### src/rtl/motor_pwm_capture.sv
// PWM/direction loopback monitor. Reports the high time, the period and the direction code of
// every complete PWM period, and flags a line that stays at one level for too long.
module motor_pwm_capture #(
  parameter int CNT_W   = 21,
  parameter int TIMEOUT = 2000000
) (
  input  logic             clk,
  input  logic             rst_n,
  input  logic             pwm_in,
  input  logic [1:0]       dir_in,
  output logic [CNT_W-1:0] high_cnt,
  output logic [CNT_W-1:0] period_cnt,
  output logic [1:0]       dir_out,
  output logic             sample_valid,
  output logic             timeout,
  output logic             stuck_level
);

  typedef enum logic [2:0] {IDLE, ARMED, HIGH, LOW, STUCK} state_t;

  localparam logic [CNT_W-1:0] ONE   = CNT_W'(1);
  localparam logic [CNT_W-1:0] LIMIT = CNT_W'(TIMEOUT);

  state_t           state, state_next;
  logic             pwm_s1, pwm_s2, pwm_s3;
  logic [1:0]       dir_s1, dir_s2;
  logic [CNT_W-1:0] hcnt, pcnt;
  logic [1:0]       dlat;
  logic             rise, fall, expired;

  // Control strobes decoded from the state and the detected edges.
  logic start_period, restart_pcnt, inc_p, inc_h, publish, enter_stuck, leave_stuck;

  // pwm history resets high so that a line already high at reset release is not a rise.
  always_ff @(posedge clk or negedge rst_n) begin
    if (!rst_n) begin
      pwm_s1 <= 1'b1;
      pwm_s2 <= 1'b1;
      pwm_s3 <= 1'b1;
      dir_s1 <= 2'b00;
      dir_s2 <= 2'b00;
    end else begin
      // NOTE: non-blocking assignments let every flop sample the pre-edge value, forming a real shift chain.
      pwm_s1 <= pwm_in;
      pwm_s2 <= pwm_s1;
      pwm_s3 <= pwm_s2;
      dir_s1 <= dir_in;
      dir_s2 <= dir_s1;
    end
  end

  assign rise = pwm_s2 & ~pwm_s3;
  assign fall = ~pwm_s2 & pwm_s3;
  // >= also catches pcnt stepping one past the limit on a HIGH to LOW transition.
  assign expired = (pcnt >= LIMIT);

  always_ff @(posedge clk or negedge rst_n) begin
    if (!rst_n) state <= IDLE;
    else        state <= state_next;
  end

  always_comb begin
    state_next = state;
    case (state)
      IDLE:    if (fall) state_next = ARMED;
               else if (expired) state_next = STUCK;
      ARMED:   if (rise) state_next = HIGH;
               else if (expired) state_next = STUCK;
      HIGH:    if (fall) state_next = LOW;
               else if (expired) state_next = STUCK;
      LOW:     if (rise) state_next = HIGH;
               else if (expired) state_next = STUCK;
      STUCK:   if (rise) state_next = HIGH;
               else if (fall) state_next = ARMED;
      default: state_next = IDLE;
    endcase
  end

  always_comb begin
    // NOTE: every strobe gets a default first, so no path through the case infers a latch.
    start_period = 1'b0;
    restart_pcnt = 1'b0;
    inc_p        = 1'b0;
    inc_h        = 1'b0;
    publish      = 1'b0;
    enter_stuck  = 1'b0;
    leave_stuck  = 1'b0;
    case (state)
      IDLE: begin
        if (fall)         restart_pcnt = 1'b1;
        else if (expired) enter_stuck  = 1'b1;
        else              inc_p        = 1'b1;
      end
      ARMED: begin
        if (rise)         start_period = 1'b1;
        else if (expired) enter_stuck  = 1'b1;
        else              inc_p        = 1'b1;
      end
      HIGH: begin
        // The falling-edge cycle is already low time: pcnt counts it, hcnt does not.
        if (fall)         inc_p       = 1'b1;
        else if (expired) enter_stuck = 1'b1;
        else begin
          inc_p = 1'b1;
          inc_h = 1'b1;
        end
      end
      LOW: begin
        if (rise) begin
          publish      = 1'b1;
          start_period = 1'b1;
        end else if (expired) enter_stuck = 1'b1;
        else                  inc_p       = 1'b1;
      end
      STUCK: begin
        if (rise) begin
          start_period = 1'b1;
          leave_stuck  = 1'b1;
        end else if (fall) begin
          restart_pcnt = 1'b1;
          leave_stuck  = 1'b1;
        end
      end
      default: ;
    endcase
  end

  always_ff @(posedge clk or negedge rst_n) begin
    if (!rst_n) begin
      hcnt         <= '0;
      pcnt         <= '0;
      dlat         <= 2'b00;
      high_cnt     <= '0;
      period_cnt   <= '0;
      dir_out      <= 2'b00;
      sample_valid <= 1'b0;
      timeout      <= 1'b0;
      stuck_level  <= 1'b0;
    end else begin
      sample_valid <= publish;
      if (publish) begin
        high_cnt   <= hcnt;
        period_cnt <= pcnt;
        dir_out    <= dlat;
      end
      if (start_period) begin
        hcnt <= ONE;
        pcnt <= ONE;
        dlat <= dir_s2;
      end else begin
        if (restart_pcnt)   pcnt <= ONE;
        else if (inc_p)     pcnt <= pcnt + ONE;
        if (inc_h)          hcnt <= hcnt + ONE;
      end
      if (enter_stuck) begin
        timeout     <= 1'b1;
        stuck_level <= pwm_s2;
      end else if (leave_stuck) begin
        timeout     <= 1'b0;
      end
    end
  end

endmodule

### config.mk
export PLATFORM = sky130hd
export DESIGN_NAME = motor_pwm_capture
export DESIGN_NICKNAME = d
export VERILOG_FILES = /design/src/rtl/motor_pwm_capture.sv
export SDC_FILE = /design/constraint.sdc
export NUM_CORES = 1
export LEC_CHECK = 0
export BUFFER_PORTS_ARGS = -buffer_cell sky130_fd_sc_hd__buf_2
export CAP_MARGIN = 20
export CORE_MARGIN = 4
export CORE_UTILIZATION = 52
export DETAILED_ROUTE_END_ITERATION = 8
export GPL_ROUTABILITY_DRIVEN = 0
export HOLD_SLACK_MARGIN = 0.03
export PLACE_DENSITY = 0.72
export RECOVER_POWER = 25
export SLEW_MARGIN = 10
export SYNTH_ARGS = -nofsm -noshare
export SYNTH_HDL_FRONTEND = slang
export SYNTH_SLANG_ARGS = --single-unit
### constraint.sdc
create_clock -name clk -period 7.2 [get_ports clk]
set_clock_uncertainty 0.15 [all_clocks]
set_input_delay 1.44 -clock clk [delete_from_list [all_inputs] [get_ports clk]]
set_output_delay 1.44 -clock clk [all_outputs]
set_load 0.005 [all_outputs]
Word level (Yosys, flattened, before mapping) --
Cells that the tools add are included.
Operators by class: add/sub/neg operators 2, magnitude comparators 1, equal/unequal tests 5, mux-type cells 32, bitwise operators 4, reductions and logical operators 7
Operators by type and width (count):
- $mux 21 | 5
- $add 21x1->21 const B | 2
- $ge 21x21->1 const B | 1
- $mux 3 | 6
- $mux 1 | 17
- $pmux 3 s4 | 1
- $eq 3x2->1 const B | 2
- $pmux 1 s2 | 2
- $reduce_bool 2->1 | 2
- $reduce_or 2->1 | 2
- $eq 3x1->1 const B | 1
- $eq 3x3->1 const B | 1
- $logic_not 3->1 | 1
- $ne 3x3->1 const B | 1
- $pmux 1 s3 | 1
- $reduce_bool 3->1 | 1
- $reduce_or 3->1 | 1
- $and 1x1->1 | 2
- $not 1->1 | 2
Word-level totals: flip-flop bits (word level) 101, input port bits 5, output and inout port bits 47, logic and storage cells 66

Longest topological paths before layout --
depth after elaboration 7, depth in mapped cells 9, mapped depth without buffers 7

Worst setup path before layout --
Ideal clock, no wire load.
kind register to register, start point register pwm_s2, end point register hcnt[14], setup time 0.078 ns, arrival 2.071 ns, slack 4.901 ns, cell stages (with the launch flop) 8, buffers on the path 0, clock period less this slack 2.299 ns, path through dfstp_2 > inv_1 > ha_1 > nor4b_2 > and4_1 > o211ai_2 > or4_1 > a21oi_1
On the way: cells in the longest elaborated chain, start to end 5, elaborated cells on any way between the ends 9, classes of those cells 5 x mux; 3 x bitwise; 1 x reduce/logical
RTL lines:
- from (decl) | RTL line 25 | logic pwm_s1, pwm_s2, pwm_s3;
- from (signal assigned) | RTL line 45 | pwm_s2 <= pwm_s1;
- $not 1->1 | RTL line 53 | assign fall = ~pwm_s2 & pwm_s3;
- $and 1x1->1 | RTL line 53
- $mux 1
- $mux 1 | RTL line 88 | case (state)
- $reduce_bool 2->1 (no source line)
- to (signal assigned) | RTL line 153 | if (inc_h) hcnt <= hcnt + ONE;
- to (decl) | RTL line 27 | logic [CNT_W-1:0] hcnt, pcnt;
Several ways; a longest one is shown, not always the timed one. A chain may end at the register's enable or synchronous reset.

==> impl_metrics.tcl <==
set metrics [dict create \
    rows 33 \
    clk_pin_slew_worst_paths_ps 100 \
    grt_pass1_vias 3294 \
    grt_pass1_wl_mm 15.9 \
    die_h_um 102 \
    final_nets 462 \
    cp-start-kind "input port" \
    slowest_delay_ps 1570 \
    coreArea_sq_um 8380 \
    fillers 724 \
    yosys.area.top_type "dfrtp_1" \
    yosysMostFrequentCell "dfrtp_1" \
    dpl.hpwl_mm 6.24 \
    period_minus_slack_ps 3570 \
    cts.hold.buffers_added 0 \
    path_cells "clkbuf_1 > buf_4" \
    wl_per_cell_um 16.2 \
    grt_overflow 0 \
    synth_flop_cell "dfrtp_1" \
    cts-root-buf "clkbuf_8" \
    cts_resized 0 \
    critPathSlowestCell "clkbuf_1" \
    maxCapViolCount 2 \
    finalCritPeriodShare_pct 49.6 \
    drc_errors 0 \
    vdd_drop_max_v 0.0000963 \
    cts_inserted_buffers 9 \
    h-tree-depth 3 \
    dp.cells 545 \
    cts_tree "yes" \
    drv_slew 95 \
    cellLeakagePower_nw 2.46 \
    ys_seq_elements 101 \
    num_vias 3289 \
    synth_top_area_share_pct 53.8 \
    critPathCaptureType "asynchronous set/reset pin" \
    max-clock-path-buffers 2 \
    tightestPinTransition_ps 2600 \
    timing.fmax_ghz 0.280 \
    async_reset_ff_share_pct 100 \
    layoutNonFillerInstCount 561 \
    synth_edf_count 0 \
    drive_above_1_share_pct 21.7 \
    syn_inst 404 \
    critPathTopFamily "buffers and inverters" \
    start_util_pct 54.4 \
    synthTopCellsByArea "dfrtp_1 (54%), mux2_2 (5.4%), mux2_1 (4.4%), nand2_1 (3.3%), a21oi_1 (2.3%)" \
    critical_path_class "input port to asynchronous set/reset pin" \
    power_mw 1.26 \
    power_density_nw_per_um2 247 \
    antenna_found_initial 0 \
    crit_fanout 59 \
    finalWirelength_mm 9.09 \
    dr.first_iter.drc_count 176 \
    yosysWarnings 0 \
    hold_viol 0 \
    synth_common_cells "dfrtp_1 (98), nand2_1 (40), mux2_2 (22)" \
    grt_setup_unrepaired "no" \
    cts.sinks 101 \
    die_w_um 102 \
    diodes 0 \
    port-buffer-count 51 \
    via_per_inst 5.86 \
    synthesis.nets 415 \
    violations "capacitance limit, slew limit" \
    ios 52 \
    crit_arrival_ps 3860 \
    setup_viol 0 \
    ys_seq_area_share_pct 55.5 \
    setup_tns_ps 0 \
    ant_nets 0 \
    hold_class "flip-flop to flip-flop" \
    outcome "finished with violations" \
    post_cts_buffers 0 \
    die_area_sq_um 10300 \
    drt-pass1-iter-count 4 \
    syn-cell-area_sq_um 4560 \
    crit_required_ps 7480 \
    critPathBufInv 2 \
    grt_max_degree 60 \
    relSlewSlack_pct -73.3 \
    clock_latency_ps 370 \
    ys_types 52 \
    grt_usage_pct 19.5 \
    syn_area_per_cell_sq_um 11.3 \
    area_growth_pct 11.4 \
]
[kinds of logic (layout without fill, tap and decap cells)]
logic type      count (synthesis)  in the layout  synth area share [%]
simple gates                  139            139                  16.1
fa+ha+maj                       6              6                  1.65
mux                            48             48                  11.6
xor+xnor                        7              7                  1.34
buf+inv                        26             78                  2.36
compound gates                 77             77                  11.4
flops                         101            101                  55.5
[sequential cells by signal (all words and copies together) (netlist names)]
name and cells:
high_cnt 21, timeout 1, hcnt 21, sample_valid 1, dir_s1 2, state 3
pwm_s3 1, dir_s2 2, pwm_s2 1, period_cnt 21, stuck_level 1, pcnt 21
pwm_s1 1, dlat 2, dir_out 2
[worst reg2reg max path, stage by stage, from the launching register on]
cell and delay, ps:
dfstp_1 560, inv_1 50, ha_1 260, nand3_2 90, clkbuf_1 1830, mux2_2 500
[stage by stage]
stage | cell area, sq um | hold slack, ps | worst slack, ps | utilization, %
3_3_place_gp | 4900 | 183 | 4430 | 58.4
5_1_grt | 5080 | 226 | 3000 | 60.6
3_5_place_dp | 4900 | 202 | 4400 | 58.4
4_1_cts | 5100 | 217 | 4540 | 60.9
6_report | 5080 | 221 | 3630 | 60.6
2_1_floorplan | 4560 | 181 | 4900 | -
[routing by layer]
metal	share of wire [%]	GRT usage, %	routed length (um)	up-vias
li1	-	-	-	1574
met1	48	27.3	4340	1622
met2	46	30.4	4190	77
met3	4.4	3.37	398	16
met4	1.7	7.87	153	0
met5	0	0	0	-
[report_power, final]
| part | switching [mW] | internal [mW] | total [mW] |
|---|---|---|---|
| clock network | 0.208 | 0.167 | 0.375 |
| registers | 0.0549 | 0.634 | 0.689 |
| logic | 0.105 | 0.0878 | 0.192 |
| total | 0.367 | 0.888 | 1.26 |
[cell usage in the layout, fill, tap and decap left out, types with 4 or more instances in the layout]
cell type  netlist  final
dfrtp_1         98     98
a21oi_1         21     21
or4_1            5      5
o21ai_0         17     17
or3_1           16     16
nand4_1         15     15
mux2_1          18     18
nor3_1           6      6
buf_2            5     50
nand3_1         16     15
clkbuf_8         0      9
mux2i_1          8      8
o21ai_1          8      8
o31ai_1          7      7
ha_1             6      6
mux2_2          22     22
inv_1            9      9
and3_1           4      4
xor2_1           4      4
nor2_1          17     17
and4_1           4      4
nand2_1         40     40
[path summary, 6_finish.rpt]
path	startpoint	end	slack (ps)	cells past startpoint
max in group clk	pwm_s3	high_cnt[17]	3640	5
min in group asynchronous	rst_n	period_cnt[3]	1570	1
worst min-delay path	pwm_s1	pwm_s2	220	0
worst max-delay path	rst_n	hcnt[3]	3630	2
worst min register to register	pwm_s1	pwm_s2	220	0
worst max register to register	pwm_s3	high_cnt[17]	3640	5
[cell type report]
type,instances,area [sq um],share of cell area (%)
sequential,101,2530,49.8
multi-input combinational,277,1910,37.7
timing repair buffer,53,265,5.22
tap,105,131,2.59
clock buffer,9,124,2.44
clock inverter,7,81.3,1.60
inverter,9,33.8,0.665
(Power assumes the default switching activity.)
